==> src/rtl/noc_demux_ctrl.sv <==
// Packet sequencer for the 1-to-4 NoC demux: decodes head flits,
// holds the select for the packet and issues flits against per-output credit.
module noc_demux_ctrl #(
  parameter int DATA_W  = 16,
  parameter int CREDITS = 4,
  parameter int CNT_W   = 3
) (
  input  logic              clk_i,
  input  logic              rst_i,
  input  logic [DATA_W-1:0] flit_i,
  input  logic              flit_valid_i,
  output logic              flit_ready_o,
  output logic [DATA_W-1:0] data_o,
  output logic [1:0]        sel_o,
  output logic              enable_o,
  output logic [3:0]        valid_o,
  input  logic [3:0]        credit_return_i,
  output logic              pkt_done_o,
  output logic              busy_o,
  output logic              err_o
);

  typedef enum logic {
    IDLE,
    BODY
  } state_t;

  localparam logic [CNT_W-1:0] CRED_MAX = CNT_W'(CREDITS);

  state_t state_q, state_d;

  logic [1:0] cur_dest_q, cur_dest_d;
  logic [3:0] remain_q, remain_d;

  logic [3:0][CNT_W-1:0] credit_q, credit_d;

  logic       err_d;
  logic [1:0] hd_dest;
  logic [3:0] hd_len;
  logic [1:0] dest;
  logic       accept;
  logic       last;
  logic [3:0] take;

  assign hd_dest = flit_i[DATA_W-1 -: 2];
  assign hd_len  = flit_i[DATA_W-3 -: 4];
  assign busy_o  = (state_q == BODY);

  // Body flits carry no routing, so they follow the latched destination.
  always_comb begin
    dest = (state_q == IDLE) ? hd_dest : cur_dest_q;
    flit_ready_o = !rst_i && (credit_q[dest] != '0);
    accept = flit_valid_i && flit_ready_o;
    take = accept ? (4'b0001 << dest) : 4'b0000;
  end

  always_comb begin
    state_d    = state_q;
    cur_dest_d = cur_dest_q;
    remain_d   = remain_q;
    last       = 1'b0;
    if (accept) begin
      unique case (state_q)
        IDLE: begin
          if (hd_len == 4'd0) begin
            last = 1'b1;
          end else begin
            cur_dest_d = hd_dest;
            remain_d   = hd_len;
            state_d    = BODY;
          end
        end
        BODY: begin
          remain_d = remain_q - 4'd1;
          if (remain_q == 4'd1) begin
            last    = 1'b1;
            state_d = IDLE;
          end
        end
        default: state_d = IDLE;
      endcase
    end
  end

  // A return in the same cycle as a take cancels out.
  always_comb begin
    credit_d = credit_q;
    err_d    = err_o;
    for (int k = 0; k < 4; k++) begin
      if (credit_return_i[k] && !take[k]) begin
        if (credit_q[k] == CRED_MAX) begin
          err_d = 1'b1;
        end else begin
          credit_d[k] = credit_q[k] + CNT_W'(1);
        end
      end else if (take[k] && !credit_return_i[k]) begin
        credit_d[k] = credit_q[k] - CNT_W'(1);
      end
    end
  end

  always_ff @(posedge clk_i) begin
    if (rst_i) begin
      state_q    <= IDLE;
      cur_dest_q <= 2'd0;
      remain_q   <= 4'd0;
      credit_q   <= {4{CRED_MAX}};
      err_o      <= 1'b0;
      data_o     <= '0;
      sel_o      <= 2'd0;
      enable_o   <= 1'b0;
      valid_o    <= 4'b0000;
      pkt_done_o <= 1'b0;
    end else begin
      state_q    <= state_d;
      cur_dest_q <= cur_dest_d;
      remain_q   <= remain_d;
      credit_q   <= credit_d;
      err_o      <= err_d;
      enable_o   <= accept;
      valid_o    <= take;
      pkt_done_o <= last;
      if (accept) begin
        data_o <= flit_i;
        sel_o  <= dest;
      end
    end
  end

endmodule

==> config.mk <==
export PLATFORM = sky130hd
export DESIGN_NAME = noc_demux_ctrl
export DESIGN_NICKNAME = d
export VERILOG_FILES = /design/src/rtl/noc_demux_ctrl.sv
export SDC_FILE = /design/constraint.sdc
export NUM_CORES = 1
export LEC_CHECK = 0
export ABC_CLOCK_PERIOD_IN_PS = 2400
export CORE_MARGIN = 10
export CORE_UTILIZATION = 35
export DETAILED_ROUTE_END_ITERATION = 10
export GPL_TIMING_DRIVEN = 1
export PLACE_DENSITY = 0.63
export SLEW_MARGIN = 0
export SYNTH_ARGS = -nofsm -noshare
export SYNTH_HDL_FRONTEND = slang
export SYNTH_SLANG_ARGS = --single-unit
==> constraint.sdc <==
create_clock -name clk_i -period 2.4 [get_ports clk_i]
set_input_delay 0.36 -clock clk_i [delete_from_list [all_inputs] [get_ports clk_i]]
set_output_delay 0.36 -clock clk_i [all_outputs]
set_load 0.03 [all_outputs]
==> metrics <==
root buf cell=clkbuf_8; Tot Pwr=approximately 2.5 mW; FP Rows=28; CP Max Fanout=5; TritonCTS buffer count=5; layout cell share with drive strength beyond 1=0.1586; count of final setup violators=0; largest net degree at the start of global routing=26; DIE HEIGHT=roughly 99 µm; Post-synth EDFFs=0; WHS=around 0.45 ns; critical path's top delay family=multiplexers; pwr dens=a little under 900 nW/µm²; Placement Setup Slack=-0.004735 ns; DRT met1 WL=roughly 2600 µm; f_max=around 430 MHz; Sink Count=44; WL met2=roughly 2300 µm; port bufs=~50; hold path startpoint=data_o[3]; Crit path buffers/inverters=1; Net Count, Synth=272; DP Area=about 2800 µm²; post-synthesis sequential area ratio=0.4060; clock-pin slew on the worst setup and hold paths=~0.09 ns; die area=9748 µm²; ys flop type=dfxtp_1; drt wl/cell=around 14 µm; Syn-to-layout area delta=35.41%; kind of end point of the critical path=primary output; slew of the pin with the lowest slew margin=roughly 0.52 ns; Setup WS post-layout=roughly 0.066 ns; GRT overflow=0; fin nets=around 340; DR vias=between 1,500 and 2,000; CP Data Required Time=approximately 2.0 ns; All-Layer GR Usage=0.1081; initial antenna violation count=0; Via density=4.958; slowest stage cell, crit path=dfxtp_2; Worst R2R Start=busy_o; final wirelength=~5300 µm; Die X=about 99 µm; drt drc=0; Initial Util=0.3643; Inst Count DP=~380; hold path cells=2; R2R cell count=7; min Tclk post-route=between 2 and 2.5 ns; async set or reset register ratio after synthesis=0; Final Cell Area=2938 µm²; routability cong.=between 0.8 and 0.9; post-route insts no fill=roughly 380; clk buf depth=2; io pins=50; mapped cell area=2170 µm²; RSZ-0062 raised after global routing=false; status=complete, no violations; commonest non-fill, non-tap cells in the layout=48 x clkdlybuf4s50_1, 43 x dfxtp_1, 41 x nand2_1, 21 x o21ai_0, 21 x buf_4; Fin. Hold Viols=0; Worst-Skew Late Latency=0.30 ns; worst r2r dst=credit_q[8]; TNS Setup=0 ns; #FFs+latches synth=44; Startpoint Class=flop; Syn Inst Count=~240; ant diodes=0; Mapped Avg Cell Area=8.928 µm²; library cells used by synthesis=47; Post-DRT Antenna Nets=0; DP HPWL=around 4000 µm; Crit path largest cell delay=between 0.4 and 0.5 ns; met3 wire length=roughly 400 µm; final period utilization=0.9727; number of DRC markers in iteration 0=52; Worst Hold End=data_o[3]; Leak=approximately 1.1 nW; Core Region=between 5000 and 6000 µm²; DR pass1 iterations=4; Final Max Slew Viols=0; crit-path cells=mux2i_4 -> mux2_4 -> a211oi_2 -> buf_4; number of max-cap violations=0; relative slew slack=0.6492; number of global-route vias before repair=between 1,500 and 2,000; post-layout util=0.4933; max layer used=met4; VDD IR-drop max=485.1 µV; H-Tree Depth=2; Yosys warning count=0; r2r setup slk=slightly above 0.3 ns; worst min path class=reg -> reg; clk_skew=around 0.01 ns; critical path class=reg -> out; Worst Path Arrival=between 1.5 and 2 ns; CTS tree=done; commonest non-fill, non-tap cell in the layout=clkdlybuf4s50_1; first-pass GRT wire length=8983 µm
-- worst max-delay path by stage --
stage	start	end	slack, ns	cells after the start
after global routing	busy_o	flit_ready_o	0.003	4
after detailed placement	flit_i[15]	credit_q[5]	-0.005	8
final	busy_o	flit_ready_o	0.07	4
after global placement	flit_valid_i	credit_q[10]	0.01	7
after floorplan	busy_o	flit_ready_o	0.002	5
after CTS	busy_o	flit_ready_o	0.05	4
-- report_power, final --
part           internal, mW  switching (mW)  leakage [nW]
Combinational         0.474           0.568         0.718
Clock                 0.233           0.275        0.0434
Sequential            0.874           0.125         0.362
Total                  1.58           0.967          1.12
-- kinds of logic after synthesis --
family	Yosys count	share of synthesized area
simple gates	96	0.2180
compound gates	69	0.2272
flops	44	0.4060
buf+inv	20	0.04671
mux	7	0.04959
fa+ha+maj	6	0.04844
xor+xnor	1	0.004038
-- cells in the mapped netlist, types with 3 or more instances --
| cell | number | area, µm² |
|---|---|---|
| dfxtp_1 | 44 | 880.8 |
| nand2_1 | 41 | 153.9 |
| o21ai_0 | 21 | 105.1 |
| nor2_1 | 13 | 48.80 |
| a21oi_1 | 12 | 60.06 |
| nor3_1 | 12 | 60.06 |
| o21ai_1 | 11 | 55.05 |
| inv_1 | 7 | 26.28 |
| and3_1 | 5 | 31.28 |
| clkbuf_1 | 5 | 18.77 |
| nand3_1 | 5 | 25.02 |
| nand3b_1 | 5 | 37.54 |
| fa_1 | 4 | 80.08 |
| nor3b_1 | 4 | 30.03 |
| o21a_1 | 4 | 30.03 |
| buf_6 | 3 | 33.78 |
| o211ai_1 | 3 | 22.52 |
| o21bai_1 | 3 | 22.52 |
-- state kept, by name, indices dropped and copies added, names as in the netlist --
| register | cells |
|---|---|
| busy_o | 1 |
| credit_q | 12 |
| cur_dest_q | 2 |
| data_o | 16 |
| enable_o | 1 |
| err_o | 1 |
| pkt_done_o | 1 |
| remain_q | 4 |
| sel_o | 2 |
| valid_o | 4 |
-- worst min-delay path: stages, from the launching register on --
cell	delay, ns
dfxtp_1	0.32
nand2_1	0.05
o21ai_1	0.05
-- timing repair --
item,4_1_cts,5_1_grt
buffers inserted,0,0
gates resized for setup,1,0
hold buffers,0,0
endpoints found under the setup margin,1,0
-- final cells by class --
class	count	area, µm²
fillers	586	3018
multi-input cells	179	1192
flip-flops and latches	44	882.1
repair buffers	69	638.1
well taps	75	93.84
clock buffers	6	82.58
inverters	9	33.78
clock inverters	2	15.01
-- per-layer routing --
layer  up-vias  global-route usage
met1       863              0.1357
li1        993                   -
met4         0             0.02205
met2        42              0.1674
met3         6             0.04818
met5         -                   0
(Power assumes the default switching activity.)
==> variant 1 (same flow settings) <==
Reset style: asynchronous (`rst_i`), changed in one clocked block.
--- a/src/rtl/noc_demux_ctrl.sv
+++ b/src/rtl/noc_demux_ctrl.sv
@@ -99,7 +99,7 @@
     end
   end
 
-  always_ff @(posedge clk_i) begin
+  always_ff @(posedge clk_i or posedge rst_i) begin
     if (rst_i) begin
       state_q    <= IDLE;
       cur_dest_q <= 2'd0;
Formal check against the unedited RTL: differs if rst_i is asserted again (counterexample within 4 cycles, from zero or initial values and one cycle with rst_i high); with rst_i held inactive, the same outputs for 4 cycles.
==> variant 1 against the original RTL <==
  * Setup slack improved by 0.027 ns
  * Sequential cell count unchanged
  * Area after synthesis increased by 6.0%
  * Non-clock buffer count increased by 14
  * Final area increased by 12%
  * Final cell count is 5.2% higher
  * Register-to-register slack got worse by 0.16 ns
  * Maximum frequency grew 1.2%
  * Synthesized cell count up 0.41%
  * Via count grew 1.1%
  * Die area grew 4.8%
  * Wire length up 2.3%
Power is not compared: it rests on default switching activity, and its combinational part moved more than twofold at a synthesized area within 25%.
==> variant 1: results <==
[yosys]
adder_cell_share_of_the_synthesized_area_pct = 4.57
synthDistinctLibCells = 51
synthesis.yosys.warnings = 0
syn_nets = 273
leading_register_cell_type_out_of_synthesis = "dfrtp_1"
ys_top_cells_by_area = "dfrtp_1, nand2_1, dfstp_2, fa_1, nor2_1"
synthArstFlopShare_pct = 100
synthXorXnorAreaFrac_pct = 0.762
synthDominantCellAreaShare_pct = 43.5
synth_compound_area_share_pct = 13.2
syn_avg_cell_area_um2 = 9.43
synth-seq-area-share_pct = 48.1
synth.cells.most_frequent = "nand2_1, dfrtp_1, nor2_1, o21ai_0"
proportion_of_synthesized_area_in_mux_cells_pct = 5.22

[min_path]
min_from = "data_o[6]"
hold_end = "data_o[6]"

[route]
detailroute.wirelength.met2_um = 2550
wl_met3_um = 366
met1_wl_um = 2440
drt-vias-per-instance = 4.76
dr.first_iter.drc_count = 61
wire_per_inst_um = 13.5

[finish]
layout.cells.non_filler = 404
clock_buffers = 5
drive_above_1_share_pct = 22.3
seq-cell-share_pct = 33.7
final_net_count = 355
comb.multi_input.count = 178
final.signal_inverter_count = 14
fillerInstances = 569
layout.nonclk_buf_share_pct = 23.4
buffers = 83
biggestRegsByFlops = "data_o (16), credit_q (12)"
area_taken_by_multi_input_logic_gates_um2 = 1140
clock_tree_area_fraction_pct = 3.54

[critical_path]
setup.worst_path.start = "flit_i[14]"
crit-reg2reg-launch = "credit_q[8]"
worst-r2r-cell-count = 9
reg2reg_slack_ns = 0.15
cp_top_family = "buffers and inverters"
worst_r2r_endpoint = "credit_q[7]"
timing.critical_path.arrival_ns = 1.95
crit_slowest_cell = "clkdlybuf4s50_1"
worst-path-max-fanout = 3

[status]
run_status = "completed"

[timing]
max_slew.worst_pin.slew_ns = 0.559
fin_crit_sh_pct = 96.1
final.setup_skew_ns = 0.00253

[placement]
placedCellCount = 397
dp_worst_setup_slack_ns = -0.212
gpl.final_weighted_congestion = 0.821
dp_hpwl_um = 4220

[global_route]
globalRouteTotalUtil_pct = 10.9
grt_pass1_wl_um = 9180
use_met3_pct = 3.57
globalRouteMet1Util_pct = 13.6
grt_max_degree = 21
grt.met2_usage_pct = 16.8

[clock_tree]
cts.sink_count = 44
==> variant 1: cell count changes after synthesis, moves of 8 or more <==
cell and change:
dfrtp_1 +40, o21ai_0 -8, nand2_1 +19, dfxtp_1 -44
o21ai_1 -11
==> variant 1: kinds of logic after synthesis <==
family                     count (synthesis)
AOI/OAI and AO/OA                         46
xor gates and xnor gates                   2
adders and majority gates                  6
buffers and inverters                     22
DFF                                       44
muxes                                      9
and+or+nand+nor                          115
==> variant 1: metrics by stage <==
| step | area, um2 | hold WS (ns) | util, % |
|---|---|---|---|
| floorplan | 2330 | 0.473 | - |
| CTS | 3270 | 0.476 | 51.5 |
| finish | 3280 | 0.470 | 51.7 |
| detailed placement | 3150 | 0.456 | 49.6 |
| global placement | 3150 | 0.449 | 49.6 |
| global route | 3280 | 0.510 | 51.7 |
==> variant 1: timing repair <==
| action | CTS | global route |
|---|---|---|
| setup endpoints to repair | 1 | 2 |
| cloned | 0 | 0 |
| gates resized for setup | 1 | 4 |
| pin swaps | 0 | 1 |
==> variant 2 (same flow settings) <==
Made on the original files. Change the parameter `DATA_W` from 16 to 24.
--- a/src/rtl/noc_demux_ctrl.sv
+++ b/src/rtl/noc_demux_ctrl.sv
@@ -1,7 +1,7 @@
 // Packet sequencer for the 1-to-4 NoC demux: decodes head flits,
 // holds the select for the packet and issues flits against per-output credit.
 module noc_demux_ctrl #(
-  parameter int DATA_W  = 16,
+  parameter int DATA_W  = 24,
   parameter int CREDITS = 4,
   parameter int CNT_W   = 3
 ) (
Ports: changed (resized data_o and flit_i); port bits go from 50 to 66. The function was not compared with the original's and may differ.
==> variant 2 against the original RTL <==
  * Sequential cell count rose by 8
  * Power grew 15%
  * Register-to-register slack worse by 0.14 ns
  * Count of clock-buffer cells in the layout unchanged
  * Final area is 16% higher
  * Area after synthesis up 8.3%
  * Clock skew fell by 0.0017 ns
  * Critical path depth increased by 2
  * Setup slack improved by 0.064 ns
  * Die area is 6.6% higher
  * Wire length rose by 13%
==> variant 2: results <==
[status]
run_status = "completed"

[yosys]
syn_nets = 315
synth.cells.most_frequent = "nand2_1, dfxtp_1, o21ai_0, nor2_1, nor3_1"
synth-seq-area-share_pct = 44.3
ys_top_cells_by_area = "dfxtp_1, nand2_1, o21ai_0, nor2_1, fa_1"
synthArstFlopShare_pct = 0

[placement]
dp_hpwl_um = 4660
buffer_ports.inserted = 65
gpl.final_weighted_congestion = 0.807
postPlaceCellArea_um2 = 3280

[global_route]
grt_pass1_wl_um = 10200
globalRouteTotalUtil_pct = 11.8
antenna_found_initial = 1
first_global_vias = 2255
grt_max_degree = 35

[power]
max-vdd-ir-drop_uv = 376
p_leak_uw = 0.00135

[route]
dr.first_iter.drc_count = 83
vias = 2173
wirelength_um = 6030

[clock_tree]
clock_tree.htree_level_count = 2

[finish]
final_net_count = 404
biggestRegsByFlops = "data_o (24), credit_q (12)"
fillerInstances = 609
drive_above_1_share_pct = 14.1

[timing]
max-slew-margin-rel_pct = 63.8
final.setup_skew_ns = 0.00826

[critical_path]
worst-path-max-fanout = 7
[variant 2: changes by cell type after synthesis, sizes merged, moves of 3 or more]
cell / unedited run / this run
nor2: 15 / 22
nand2: 41 / 57
mux2i: 3 / 6
buf: 5 / 8
dfxtp: 44 / 52
a21oi: 12 / 8
a41oi: 0 / 3
[variant 2: cell type report]
type / instances / area [um2] / share of cell area (%)
flip-flops and latches: 52 / 1040 / 30.5
well taps: 77 / 96.3 / 2.82
repair buffers: 97 / 903 / 26.4
diodes: 1 / 2.50 / 0.0733
clock inverters: 2 / 38.8 / 1.14
inverters: 10 / 37.5 / 1.10
clock buffers: 6 / 82.6 / 2.42
multi-input cells: 201 / 1210 / 35.5
[variant 2: what timing repair did]
item | 4_1_cts | 5_1_grt
gates resized for setup | 1 | 2
endpoints found under the setup margin | 1 | 1
cloned | 0 | 0
[variant 2: logic make-up after synthesis]
family / Yosys count / share of synthesized area, %
AND/OR/NAND/NOR: 116 / 22.4
XOR/XNOR: 2 / 0.746
flip-flops: 52 / 44.3
buffers and inverters: 25 / 4.95
adder cells (fa/ha/maj): 6 / 4.47
multiplexers: 8 / 3.83
AO/OA/AOI/OAI: 69 / 19.3
[variant 2: worst paths after layout]
path / slack [ns] / end / from / cells after the start
worst max-delay path: 0.13 / flit_ready_o / busy_o / 6
worst min-delay path: 0.45 / data_o[1] / data_o[1] / 2
worst max register to register: 0.17 / credit_q[5] / busy_o / 7
worst min register to register: 0.45 / data_o[1] / data_o[1] / 2
[variant 2: critical path: stages (launching register included)]
cell and delay, ns:
dfxtp_2 0.43, mux2i_4 0.38, mux2i_1 0.23, buf_4 0.15, nor2_1 0.05, nor3_2 0.18
buf_4 0.19
[variant 2: where the power goes]
part | switching, uW | internal, uW | total, uW
Clock | 288 | 341 | 629
Sequential | 127 | 1030 | 1150
Combinational | 611 | 529 | 1140
[variant 2: metrics by stage]
step           instances  util [%]  setup slack (ns)  setup TNS, ns
2_1_floorplan        278         -            0.0334              0
3_3_place_gp         437      51.0            -0.156         -0.368
3_5_place_dp         437      51.0            -0.214         -0.808
4_1_cts              445      53.1            0.0764              0
5_1_grt              446      53.2            0.0164              0
6_report             446      53.2             0.130              0
[variant 2: layer usage]
layer,up-vias,global-route usage [%],routed length (um)
met3,5,4.12,342
met2,34,20.6,3010
li1,1142,-,-
met1,992,13.3,2610
met5,-,0,0
met4,0,3.47,71
